`src/rtl/apb_rr_master_arb.sv`:
```
// Round-robin arbiter feeding a single APB master sequencer.
// Each requester posts one read/write; the block runs SETUP/ACCESS and reports done/err/rdata.
module apb_rr_master_arb #(
  parameter int NREQ    = 4,
  parameter int AW      = 32,
  parameter int DW      = 32,
  parameter int TIMEOUT = 16
) (
  input  logic              pclk,
  input  logic              prst,
  input  logic [NREQ-1:0]   req,
  input  logic [NREQ-1:0]   req_write,
  input  logic [NREQ*AW-1:0] req_addr,
  input  logic [NREQ*DW-1:0] req_wdata,
  output logic [NREQ-1:0]   gnt,
  output logic [NREQ-1:0]   done,
  output logic              err,
  output logic [DW-1:0]     rdata,
  output logic              psel,
  output logic              penable,
  output logic              pwrite,
  output logic [AW-1:0]     paddr,
  output logic [DW-1:0]     pwdata,
  input  logic [DW-1:0]     prdata,
  input  logic              pready,
  input  logic              pslverr
);

  localparam int IW = (NREQ > 1) ? $clog2(NREQ) : 1;
  localparam int CW = $clog2(TIMEOUT + 1);
  localparam logic [CW-1:0] CNT_LAST = CW'(TIMEOUT - 1);
  localparam logic [IW-1:0] IDX_LAST = IW'(NREQ - 1);

  typedef enum logic [1:0] {S_IDLE, S_SETUP, S_ACCESS, S_DONE} state_t;

  state_t          r_state, w_state_nxt;
  logic [NREQ-1:0] r_gnt, w_gnt_nxt;
  logic [NREQ-1:0] r_done, w_done_nxt;
  logic            r_err, w_err_nxt;
  logic [DW-1:0]   r_rdata, w_rdata_nxt;
  logic            r_psel, w_psel_nxt;
  logic            r_penable, w_penable_nxt;
  logic            r_pwrite, w_pwrite_nxt;
  logic [AW-1:0]   r_paddr, w_paddr_nxt;
  logic [DW-1:0]   r_pwdata, w_pwdata_nxt;
  logic [CW-1:0]   r_cnt, w_cnt_nxt;
  logic [IW-1:0]   r_last, w_last_nxt;
  logic [IW-1:0]   r_owner, w_owner_nxt;

  logic [AW-1:0]   w_addr  [NREQ];
  logic [DW-1:0]   w_wdata [NREQ];
  logic [IW-1:0]   w_cand  [NREQ];
  logic [NREQ-1:0] w_hit;
  logic [IW-1:0]   w_winner;
  logic            w_any;

  // w_cand[gi] is the requester gi+1 places after the last owner.
  genvar gi;
  for (gi = 0; gi < NREQ; gi++) begin : g_req
    assign w_addr[gi]  = req_addr[gi*AW +: AW];
    assign w_wdata[gi] = req_wdata[gi*DW +: DW];
    assign w_cand[gi]  = IW'((32'(r_last) + gi + 1) % NREQ);
    assign w_hit[gi]   = req[w_cand[gi]];
  end

  assign w_any = |req;

  // Scan from farthest to nearest so the nearest hit wins.
  always_comb begin
    w_winner = '0;
    for (int k = NREQ - 1; k >= 0; k--) begin
      if (w_hit[k]) w_winner = w_cand[k];
    end
  end

  always_comb begin
    w_state_nxt   = r_state;
    w_gnt_nxt     = r_gnt;
    w_done_nxt    = r_done;
    w_err_nxt     = r_err;
    w_rdata_nxt   = r_rdata;
    w_psel_nxt    = r_psel;
    w_penable_nxt = r_penable;
    w_pwrite_nxt  = r_pwrite;
    w_paddr_nxt   = r_paddr;
    w_pwdata_nxt  = r_pwdata;
    w_cnt_nxt     = r_cnt;
    w_last_nxt    = r_last;
    w_owner_nxt   = r_owner;
    case (r_state)
      S_IDLE: begin
        if (w_any) begin
          w_owner_nxt   = w_winner;
          w_gnt_nxt     = NREQ'(1) << w_winner;
          w_paddr_nxt   = w_addr[w_winner];
          w_pwdata_nxt  = w_wdata[w_winner];
          w_pwrite_nxt  = req_write[w_winner];
          w_psel_nxt    = 1'b1;
          w_penable_nxt = 1'b0;
          w_state_nxt   = S_SETUP;
        end
      end
      S_SETUP: begin
        w_penable_nxt = 1'b1;
        w_cnt_nxt     = '0;
        w_state_nxt   = S_ACCESS;
      end
      S_ACCESS: begin
        if (pready) begin
          if (!r_pwrite) w_rdata_nxt = prdata;
          w_err_nxt     = pslverr;
          w_done_nxt    = r_gnt;
          w_psel_nxt    = 1'b0;
          w_penable_nxt = 1'b0;
          w_last_nxt    = r_owner;
          w_state_nxt   = S_DONE;
        end else if (r_cnt == CNT_LAST) begin
          w_err_nxt     = 1'b1;
          w_rdata_nxt   = '0;
          w_done_nxt    = r_gnt;
          w_psel_nxt    = 1'b0;
          w_penable_nxt = 1'b0;
          w_last_nxt    = r_owner;
          w_state_nxt   = S_DONE;
        end else begin
          w_cnt_nxt = r_cnt + 1'b1;
        end
      end
      S_DONE: begin
        w_done_nxt  = '0;
        w_gnt_nxt   = '0;
        w_state_nxt = S_IDLE;
      end
      default: w_state_nxt = S_IDLE;
    endcase
  end

  always_ff @(posedge pclk) begin
    if (prst) begin
      r_state   <= S_IDLE;
      r_gnt     <= '0;
      r_done    <= '0;
      r_err     <= 1'b0;
      r_rdata   <= '0;
      r_psel    <= 1'b0;
      r_penable <= 1'b0;
      r_pwrite  <= 1'b0;
      r_paddr   <= '0;
      r_pwdata  <= '0;
      r_cnt     <= '0;
      r_last    <= IDX_LAST;
      r_owner   <= '0;
    end else begin
      r_state   <= w_state_nxt;
      r_gnt     <= w_gnt_nxt;
      r_done    <= w_done_nxt;
      r_err     <= w_err_nxt;
      r_rdata   <= w_rdata_nxt;
      r_psel    <= w_psel_nxt;
      r_penable <= w_penable_nxt;
      r_pwrite  <= w_pwrite_nxt;
      r_paddr   <= w_paddr_nxt;
      r_pwdata  <= w_pwdata_nxt;
      r_cnt     <= w_cnt_nxt;
      r_last    <= w_last_nxt;
      r_owner   <= w_owner_nxt;
    end
  end

  assign gnt     = r_gnt;
  assign done    = r_done;
  assign err     = r_err;
  assign rdata   = r_rdata;
  assign psel    = r_psel;
  assign penable = r_penable;
  assign pwrite  = r_pwrite;
  assign paddr   = r_paddr;
  assign pwdata  = r_pwdata;

endmodule

```
`config.mk`:
```
export PLATFORM = sky130hd
export DESIGN_NAME = apb_rr_master_arb
export DESIGN_NICKNAME = d
export VERILOG_FILES = /design/src/rtl/apb_rr_master_arb.sv
export SDC_FILE = /design/constraint.sdc
export NUM_CORES = 1
export LEC_CHECK = 0
export CAP_MARGIN = 10
export CORE_AREA = 3 3 158 160
export CTS_CLUSTER_DIAMETER = 150
export CTS_CLUSTER_SIZE = 10
export DETAILED_ROUTE_END_ITERATION = 8
export DIE_AREA = 0 0 161 163
export GPL_ROUTABILITY_DRIVEN = 0
export HOLD_SLACK_MARGIN = 0.08
export PLACE_DENSITY = 0.69
export SYNTH_ARGS = -nofsm -noshare
export SYNTH_HDL_FRONTEND = slang
export SYNTH_SLANG_ARGS = --single-unit
```
`constraint.sdc`:
```
create_clock -name pclk -period 2.4 [get_ports pclk]
set_input_delay 0.48 -clock pclk [delete_from_list [all_inputs] [get_ports pclk]]
set_output_delay 0.48 -clock pclk [all_outputs]
set_load 0.005 [all_outputs]
```
==> impl_summary.md, run 1 <==
Run status
The run finished with clean final reports.

Clocking
The root buffer cell chosen for the clock tree is clkbuf_16. The clock tree from TritonCTS is done. The clock-pin slew of the registers on the worst-case setup and hold paths is around 0.060 ns. The H-tree depth is 4. In this run the post-CTS setup repair buffer count came out at 0. Once the clock tree was built, the resizer swapped 0 gates to a different size. The clock sink count is between 100 and 150. The worst-case clock buffer depth is 2. The number of CTS-inserted buffers is 17. The clock latency at the later pin of the worst-skew pair is 0.42 ns. The number of hold buffers added after CTS is 0.

Routing
Before antenna repair, the detailed router went through 5 iterations. The via density per instance is roughly 5.2. The total number of vias is roughly 8k.

The post-route antenna net violation count is 0. The violation count after the first detailed-routing iteration is around 450. The overall routed net length is about 30,000 um. In the final routed layout, each cell accounts on average for approximately 20 um.

The remaining design rule violation count is 0.

GRT
In the global route stage, overall resource usage came out at 0.2189. The via count of the first global-routing pass came to 7,993. Entering global routing, the biggest net connects 120 pins. The initial antenna violation count was 0. Summed over all layers, the global routing overflow is 0. The first-pass GRT wire length is between 40,000 and 50,000 um.

Min path
The type of the tightest min-delay check is register to register.

Synth
In this run, synthesis produced a sequential element count of 119. The count of mapped cells out of synthesis is between 800 and 900. In the post-synthesis netlist, the biggest area contributors are dfxtp_1 (37%), nand2_1 (10%), a311oi_1 (8.8%). A synthesized cell averages ~8.1 sq um. The post-synthesis cell area is about 6400 sq um. The portion of synthesized cell area occupied by the leading cell type is 0.3694.

The sequential fraction of the synthesis area is 0.3694. Synthesis produced a netlist with a net count of ~1.1k. During synthesis, Yosys emitted a total of 0 warnings. The distinct cell type count of the synthesized netlist is 37. The most area-hungry cell type in the Yosys netlist is dfxtp_1.

Power
Dividing total power by cell area gives a power density of between 800 and 900 nW/um^2. The total design power is around 11 mW. For this design the static power due to leakage is around 4.3 nW. IR analysis of the VDD net gives a maximum drop of 0.0004132 V.

Floorplanning
The die is roughly 160 um tall. The core region is 23,540 sq um. The floorplan die width is roughly 160 um.

The full die area is around 26,000 sq um. The I/O pin count is 408. Row generation in the floorplan step produced 56 rows. For this configuration, the core starts out at a cell density of 0.2740.

Layout
The post-layout net count is 1,499. The library cells used most frequently in the layout, excluding fill and tap cells, are clkdlybuf4s50_1 (406), nand2_1 (173), dfxtp_1 (119). The library cell used most frequently in the layout, excluding fill and tap cells, is clkdlybuf4s50_1. The number of antenna diodes in the final layout is 0. The area growth from synthesis to final layout is 83.80%. The utilization after layout is 0.5036.

In the final layout, the share of cells above drive strength 1 is 0.08050.

Placed design
The total half-perimeter wirelength after legalization and detailed placement is between 20,000 and 25,000 um. At the placement stage, the worst setup path has a slack of -0.2378 ns. The quantity of I/O buffers inserted on ports is around 400.

Worst setup path
The master of the slowest instance on the critical path is clkdlybuf4s50_1. The element type at the critical path end is a register. Traced cell by cell, the critical path runs through clkdlybuf4s50_1 -> or2_0 -> a311oi_2 -> nand2_2 -> buf_4 -> a211oi_1 -> a311oi_1. The critical path class is input port to register. The required time of the worst setup path is between 2 and 3 ns. The peak per-stage delay on the critical path is 0.48 ns.

Data arrives at the worst endpoint at between 2 and 3 ns. The critical-path maximum fanout is 21. The worst setup path is launched from an input port. The kind of cell adding the most delay to the critical path is buffers and inverters. Counting both buffers and inverters, the worst setup path holds a total of 2.

STA
The tightest hold path in the finished design has a slack of about 0.45 ns. Setup repair after global routing left no endpoint under its margin. The slew of the pin with the lowest slew margin is around 0.64 ns. For the finished layout, the period the worst path requires is 2.211 ns.

After routing, the total negative slack on setup checks comes to 0 ns. The final worst slack is around 0.19 ns. The final-report max-slew violation count was 0. The final count of hold timing violations came to 0. Dividing the final minimum period by the clock period gives 0.9214. The worst-case headroom to the max-slew limit is 0.5659. The largest clock skew in the final design is 0.01277 ns. The fmax is 452.2 MHz. The setup violation total in the final timing report is 0.

Flow run
The count of maximum capacitance violations is 0.
[logic make-up after synthesis]
| family | Yosys count | share of synthesized area |
|---|---|---|
| flops | 119 | 0.3693 |
| mux | 2 | 0.003104 |
| simple gates | 258 | 0.1694 |
| buf+inv | 95 | 0.06401 |
| fa+ha+maj | 7 | 0.01358 |
| compound gates | 319 | 0.3792 |
| xor+xnor | 1 | 0.001358 |
[Yosys cell counts (all sizes together)]
| master | number |
|---|---|
| a211o | 2 |
| a211oi | 67 |
| a21boi | 1 |
| a21oi | 44 |
| a22oi | 4 |
| a311oi | 66 |
| a31oi | 1 |
| and2 | 1 |
| and3 | 1 |
| buf | 39 |
| clkbuf | 50 |
| dfxtp | 119 |
| ha | 7 |
| inv | 6 |
| mux2i | 2 |
| nand2 | 174 |
| nand2b | 7 |
| nand3 | 35 |
| nand3b | 2 |
| nand4 | 1 |
| nor2 | 22 |
| nor2b | 3 |
| nor3 | 3 |
| nor3b | 3 |
| nor4 | 1 |
| o21ai | 4 |
| o21bai | 65 |
| o31a | 65 |
| or2 | 2 |
| or3 | 3 |
| xor2 | 1 |
[area by class of cell]
class,count,area [sq um]
fillers,2232,11690
repair buffers,461,4715
multi-input cells,587,3709
flip-flops and latches,119,2382
clock buffers,17,425.4
well taps,319,399.1
clock inverters,15,202.7
inverters,6,22.52
[metrics by stage]
stage / cells / cell area [sq um]
after CTS: 1524 / 11860
after floorplan: 801 / 6450
after global placement: 1492 / 11230
after detailed placement: 1492 / 11230
final: 1524 / 11860
after global routing: 1524 / 11860
[routing by layer]
layer | wire length, um | track usage | vias to the layer above
li1 | - | - | 3768
met1 | 12230 | 0.2655 | 3760
met2 | 14930 | 0.3792 | 404
met3 | 2726 | 0.06714 | 32
met4 | 496 | 0.05514 | 0
met5 | 0 | 0 | -
[flip-flops by register name, indices dropped and copies added (netlist names)]
register / cells
done: 4
err: 1
gnt: 4
paddr: 32
penable: 1
psel: 1
pwdata: 32
pwrite: 1
r_cnt: 5
r_last: 2
r_owner: 2
r_state: 2
rdata: 32
[tightest hold or removal path, delay by kind of cell (launching register included)]
family	cells	cell delay, ns
and+or+nand+nor	1	0.05
AOI/OAI and AO/OA	1	0.05
DFF	1	0.31
[final timing paths]
path                              start                      end  slack [ns]  cells after the start
setup / recovery                 req[0]  pwdata[25]$_SDFFE_PP0P_        0.19                      7
hold / removal    rdata[5]$_SDFFE_PP0P_    rdata[5]$_SDFFE_PP0P_        0.45                      2
hold reg to reg   rdata[5]$_SDFFE_PP0P_    rdata[5]$_SDFFE_PP0P_        0.45                      2
setup reg to reg  r_cnt[0]$_SDFFE_PP0P_    r_cnt[2]$_SDFFE_PP0P_        0.40                      8
[report_power, final]
part | switching [mW] | internal [mW]
clock network | 1.12 | 1.68
logic | 2.28 | 2.52
registers | 0.345 | 2.56
total | 3.75 | 6.76
No activity file was read; power rests on OpenSTA's default activity.
==> run 2, diff against run 1 <==
Settings changed: MAX_ROUTING_LAYER set to met4.
==> run 2 against run 1 <==
Critical path depth unchanged. First-iteration DRC count up 2.9%. Maximum frequency down 0.15%. Utilization stayed put. Critical endpoint unchanged.
==> impl_summary.md, run 2 (synthesis gave the netlist of run 1 again) <==
Floorplanning
The initial utilization of the core area, before any placement, comes to 0.2740. around 400 I/O pins were placed. The full die area is around 26,000 sq um. The die is around 160 um tall. The cell row count is 56.

The placeable core region is around 24,000 sq um. The die is between 150 and 200 um wide.

Min path
The worst hold path terminates at rdata[5]$_SDFFE_PP0P_. The tightest min-delay check is of the register to register type. The number of instances on the worst hold path is 2. In this run the most critical hold path is launched from rdata[5]$_SDFFE_PP0P_.

Worst setup path
The element type at the critical path end is a register. The master of the slowest instance on the critical path is clkdlybuf4s50_1. The setup slack of the most critical reg-to-reg path is between 0.3 and 0.4 ns. The end of the worst register-to-register path is r_cnt[2]$_SDFFE_PP0P_.

The critical path class is input port to register. The critical-path maximum fanout is 21. The required time of the worst setup path is approximately 2.7 ns. The startpoint identified for the worst register-to-register timing path is r_cnt[0]$_SDFFE_PP0P_. The arrival time of the worst setup path is ~2.5 ns. The worst setup path is launched from an input port. The peak per-stage delay on the critical path is between 0.4 and 0.5 ns. The worst reg2reg path depth is 8.

Walking the worst path, the cells encountered are clkdlybuf4s50_1 -> or2_0 -> a311oi_2 -> nand2_2 -> buf_4 -> a211oi_1 -> a311oi_1.

Clocking
In this run the clock root is driven by a clkbuf_16. The H-tree depth is 4. The clock-pin slew of the registers on the worst-case setup and hold paths is roughly 0.06 ns.

The worst-case clock buffer depth is 2. The clock sink count is 119. The clock latency at the later pin of the worst-skew pair is between 0.4 and 0.5 ns. The number of setup buffers added after CTS is 0. The clock tree from TritonCTS is done.

The number of clock buffers added by TritonCTS is 17. The post-cts gate resize count is 0. The number of hold buffers added after CTS is 0.

Placed design
Detailed placement ended at an HPWL of 22,080 um. Summing all placed instances gives a cell area of 11,230 sq um. The worst-case setup slack after placement is -0.2378 ns.

The number of cells in the design after placement is approximately 1.5k. The quantity of I/O buffers inserted on ports is ~400.

STA
The post-route clock period utilization is 0.9228. Subtracting the final worst setup slack from the clock period gives around 2.2 ns. The slew of the pin with the lowest slew margin is about 0.67 ns. Setup repair after global routing left no endpoint under its margin. The clock arrives with 0.01464 ns of skew.

The final-report max-slew violation count is 0. The final count of hold timing violations was 0. Setup violations remaining at the end of the flow were counted as 0. Derived from the worst setup path, the maximum achievable clock frequency is 451.5 MHz. The worst-case headroom to the max-slew limit is 0.5517. Setup slack closes at around 0.19 ns.

Layout
The count of cells in the finished layout, fillers not included, comes to 1,524. The total of fill cells in the finished design is approximately 2.2k. The area growth from synthesis to layout is 83.80%. The library cells used most frequently in the layout, excluding fill and tap cells, are clkdlybuf4s50_1 (406), nand2_1 (173), dfxtp_1 (119).

Leaving out fill and tap cells, the most frequent cell in the layout is clkdlybuf4s50_1. The cell area after layout is 11,860 sq um. For this run, the post-layout net count is between 1k and 1.5k.

0 antenna diodes ended up in the layout. In the final layout, the share of cells above drive strength 1 is 0.08050.

GRT
The global-route usage over all layers is 0.2254. The first global-routing pass estimated approximately 45,000 um of wire. The via count of the first global-routing pass is roughly 8k.

The initial antenna violation count is 0. The pin count of the biggest net entering global routing is 120. Summed over all layers, the global routing overflow is 0.

Routing
The remaining design rule violation count is 0. The via density per instance is approximately 5.2. The count of nets left with antenna violations once routing finished came out at 0. Dividing the detail-routed wire length by the instance count gives 20.00 um. The total number of vias is between 7k and 8k.

Before antenna repair, the detailed router went through 7 iterations. The violation count after the first detailed-routing iteration is around 460. The routed design has slightly above 30,000 um of wire.

Power
The power density over the cells is about 900 nW/um^2. VDD sags by at most between 0.0004 and 0.0005 V. After layout, the design draws a total of ~11 mW.

The leakage power summed over all cells is 4.253 nW.

Flow run
Max-cap violations in this run came to 0.

Run status
The run finished with clean final reports.
## run 2: cell counts in the layout (fill, tap and decap cells not counted)
No cell type changed its count.
## run 2: power breakdown
group,total [mW],internal (mW),switching [mW]
clock network,2.80,1.68,1.12
logic,4.80,2.52,2.28
registers,2.90,2.56,0.346
total,10.5,6.76,3.74
## run 2: per-stage QoR
| stage | setup TNS (ns) | utilization | hold WS (ns) |
|---|---|---|---|
| after floorplan | 0 | - | 0.4363 |
| after global placement | -10.26 | 0.4769 | 0.4374 |
| after detailed placement | -11.53 | 0.4769 | 0.4431 |
| after CTS | 0 | 0.5036 | 0.4516 |
| after global routing | 0 | 0.5036 | 0.4714 |
| final | 0 | 0.5036 | 0.4487 |
## run 2: final cells by class
class,count,area [sq um],share of cell area
timing repair buffer,461,4715,0.3977
multi-input combinational,587,3709,0.3128
sequential,119,2382,0.2009
tap,319,399.1,0.03367
inverter,6,22.52,0.001900
clock inverter,15,202.7,0.01710
clock buffer,17,425.4,0.03588
## run 2: worst max path at each step
| stage | to | slack (ns) | startpoint |
|---|---|---|---|
| after CTS | pwdata[25]$_SDFFE_PP0P_ | 0.19 | req[0] |
| after detailed placement | pwdata[25]$_SDFFE_PP0P_ | -0.24 | req[0] |
| after global placement | paddr[9]$_SDFFE_PP0P_ | -0.21 | req[0] |
| after floorplan | penable$_SDFFE_PP0P_ | 0.53 | r_cnt[0]$_SDFFE_PP0P_ |
| after global routing | paddr[4]$_SDFFE_PP0P_ | 0.06 | req[0] |
| final | pwdata[25]$_SDFFE_PP0P_ | 0.19 | req[0] |
## run 2: worst max-delay path, delay by kind of cell
family,cells,cell delay (ns)
AOI/OAI and AO/OA,3,0.67
buffers and inverters,2,0.79
and+or+nand+nor,2,0.56
## run 2: routing by layer
metal | vias to the layer above | GRT usage | share of wire
li1 | 3767 | - | -
met1 | 3794 | 0.2711 | 0.41
met2 | 395 | 0.3798 | 0.49
met3 | 34 | 0.05849 | 0.084
met4 | 0 | 0.05436 | 0.014
met5 | - | - | 0
==> run 3, diff against run 2 <==
==> constraint.sdc (replaced) <==
create_clock -name pclk -period 2.4 [get_ports pclk]
set_input_delay 0.36 -clock pclk [delete_from_list [all_inputs] [get_ports pclk]]
set_output_delay 0.36 -clock pclk [all_outputs]
set_load 0.005 [all_outputs]
==> run 3 against run 2 <==
First-iteration DRC count is 16% higher. Largest cell class unchanged. Utilization fell by 0.35 points. Flip-flop and latch count is the same. Largest power group unchanged. Design area is 0.69% lower. Worst hold slack got worse by 0.0012 ns. Critical path type is now register to register.
==> impl_summary.md, run 3 (synthesis gave the netlist of run 1 again) <==
Clocking
No sink is reached through more buffers than the 2 on the longest clock path. The H-tree depth is 4. TritonCTS built the clock tree. For this design, the sink count on the clock tree is around 120. Post-CTS repair changed the size of 0 cells. The clock-pin slew of the registers on the worst-case setup and hold paths is about 0.07 ns. The buffer cell driving the clock tree root is clkbuf_16. Post-CTS timing repair inserted 0 buffers for setup.

The clock latency at the later pin of the worst-skew pair is roughly 0.42 ns. After clock tree synthesis, the flow added hold-fix buffers numbering 0. The number of CTS-inserted buffers is 17.

Floorplanning
The placeable core region is 23,540 sq um. The cell row count is 56. The initial utilization of the core area, before any placement, comes to 0.2740. The floorplan step defined a die boundary enclosing 26,240 sq um. The vertical extent of the die is 163 um. between 400 and 500 I/O pins were placed. The floorplan step set the die width to 161 um.

Min path
The worst hold path belongs to the class register to register.

Worst setup path
In this run the critical register-to-register path is launched from r_state[0]$_SDFFE_PP0P_. The largest individual stage delay along the critical path comes from the cell nor2b_4. The critical path class is register to register. The critical-path maximum fanout is 17. Walking the worst path, the cells encountered are inv_1 -> ha_1 -> nor2b_4 -> buf_12 -> o21bai_1 -> a311oi_1.

Counting cells, the worst reg-to-reg path comes to 6. The worst setup path is captured at a register. The end of the worst register-to-register path is pwdata[5]$_SDFFE_PP0P_. In this run the worst setup path terminates at pwdata[5]$_SDFFE_PP0P_. The largest single stage delay on the critical path is roughly 0.58 ns.

The start point of the critical path is r_state[0]$_SDFFE_PP0P_. At the worst endpoint, the arrival time is 2.35 ns. The worst register-to-register path has a setup slack of 0.35 ns. The required time of the worst setup path is approximately 2.7 ns. The worst setup path is launched from a register.

GRT
The via count of the first global-routing pass is between 8k and 9k. The global-route usage over all layers is 0.2259. The pin count of the biggest net entering global routing is between 100 and 150.

The total overflow left after global routing is 0. The initial antenna violation count came to 1. The first global-routing pass estimated about 45,000 um of wire.

STA
Derived from the worst setup path, the maximum achievable clock frequency is 488.4 MHz. The worst-case headroom to the max-slew limit is 0.5955. The setup violation total in the final timing report is 0. The post-route clock period utilization is 0.8531. Setup repair after global routing left no endpoint under its margin. The final-report max-slew violation count is 0. The largest clock skew in the final design is 0.01208 ns.

The final count of hold timing violations is 0. Summed over all failing endpoints, the final setup total negative slack is 0 ns. The post-layout minimum cycle time is ~2.0 ns.

At the pin with the least slew margin, the transition time is 0.6055 ns.

Layout
The fraction of layout cells with a size suffix above 1 is 0.07590. The area growth from synthesis to final layout is 82.54%. The post-layout net count is about 1.5k. The cell area after layout is ~12,000 sq um. The utilization after layout is 0.5001. The leading cell type in the layout, fill and taps excluded is clkdlybuf4s50_1.

The top cell types in the final layout, fill and taps aside, are clkdlybuf4s50_1 (406), nand2_1 (173), dfxtp_1 (119).

Placed design
Input and output buffers added on the ports amount to a little over 400. The wire-length estimate of the detail-placed layout is 22,050 um. The placed instances occupy a cell area of roughly 11,000 sq um.

Routing
The first detailed-routing pass ran for 7 iterations. The overall routed net length is a little over 30,000 um. The remaining design rule violation count is 0. The routed layout has approximately 8k vias. The violation count after the first detailed-routing iteration is 538. The average detailed-routed wire length per instance is between 15 and 20 um. The detail route stage leaves a number of antenna-violating nets equal to 0. The via density per instance is approximately 5.2.

Power
The leakage power summed over all cells is about 4.2 nW. The maximum VDD drop is ~0.00037 V. The power density over the cells is slightly below 900 nW/um^2.

Run status
The flow ran to the end, and the final reports show no timing, DRC or antenna violations.

Flow run
The tool flagged a number of max-cap violations equal to 0.
run 3: changes by cell type in the layout (fill, tap and decap cells not counted), sizes merged:
cell / change
buf: -6
bufinv: -1
clkinv: -1
diode: +1
inv: +2
run 3: per-layer routing:
layer / global-route usage / routed length [um]
met1: 0.2570 / 12230
met2: 0.3765 / 14660
met3: 0.06180 / 2321
met4: 0.09464 / 1093
met5: - / 0
run 3: area by class of cell:
type / count / area, sq um
antenna: 1 / 2.502
clock buffer: 17 / 425.4
clock inverter: 15 / 176.4
fill: 2301 / 11770
inverter: 6 / 22.52
multi-input combinational: 587 / 3709
sequential: 119 / 2382
tap: 319 / 399.1
timing repair buffer: 455 / 4657
run 3: worst min-delay path by stage:
stage,from,to,cells past startpoint
floorplan,r_owner[1]$_SDFFE_PP0P_,r_owner[1]$_SDFFE_PP0P_,2
global placement,rdata[6]$_SDFFE_PP0P_,rdata[6]$_SDFFE_PP0P_,2
detailed placement,rdata[21]$_SDFFE_PP0P_,rdata[21]$_SDFFE_PP0P_,2
CTS,rdata[21]$_SDFFE_PP0P_,rdata[21]$_SDFFE_PP0P_,2
global route,rdata[0]$_SDFFE_PP0P_,rdata[0]$_SDFFE_PP0P_,2
finish,rdata[10]$_SDFFE_PP0P_,rdata[10]$_SDFFE_PP0P_,2
run 3: worst max-delay path: cells and delay by family (launching register included):
family	cells	cell delay (ns)
simple gates	1	0.58
compound gates	2	0.36
buf+inv	2	0.35
flops	1	0.34
fa+ha+maj	1	0.30
run 3: through the flow:
stage,setup slack (ns),hold slack (ns),cells,total power [mW]
6_report,0.3526,0.4476,1519,10.36
5_1_grt,0.1616,0.4709,1519,10.99
4_1_cts,0.3188,0.4527,1518,10.48
3_5_place_dp,-0.03930,0.4431,1486,7.723
3_3_place_gp,0.004636,0.4374,1486,7.668
2_1_floorplan,0.5293,0.4363,801,4.868
run 3: report_power, final:
part	internal [mW]	switching [mW]
clock network	1.58	1.11
registers	2.56	0.348
logic	2.50	2.26
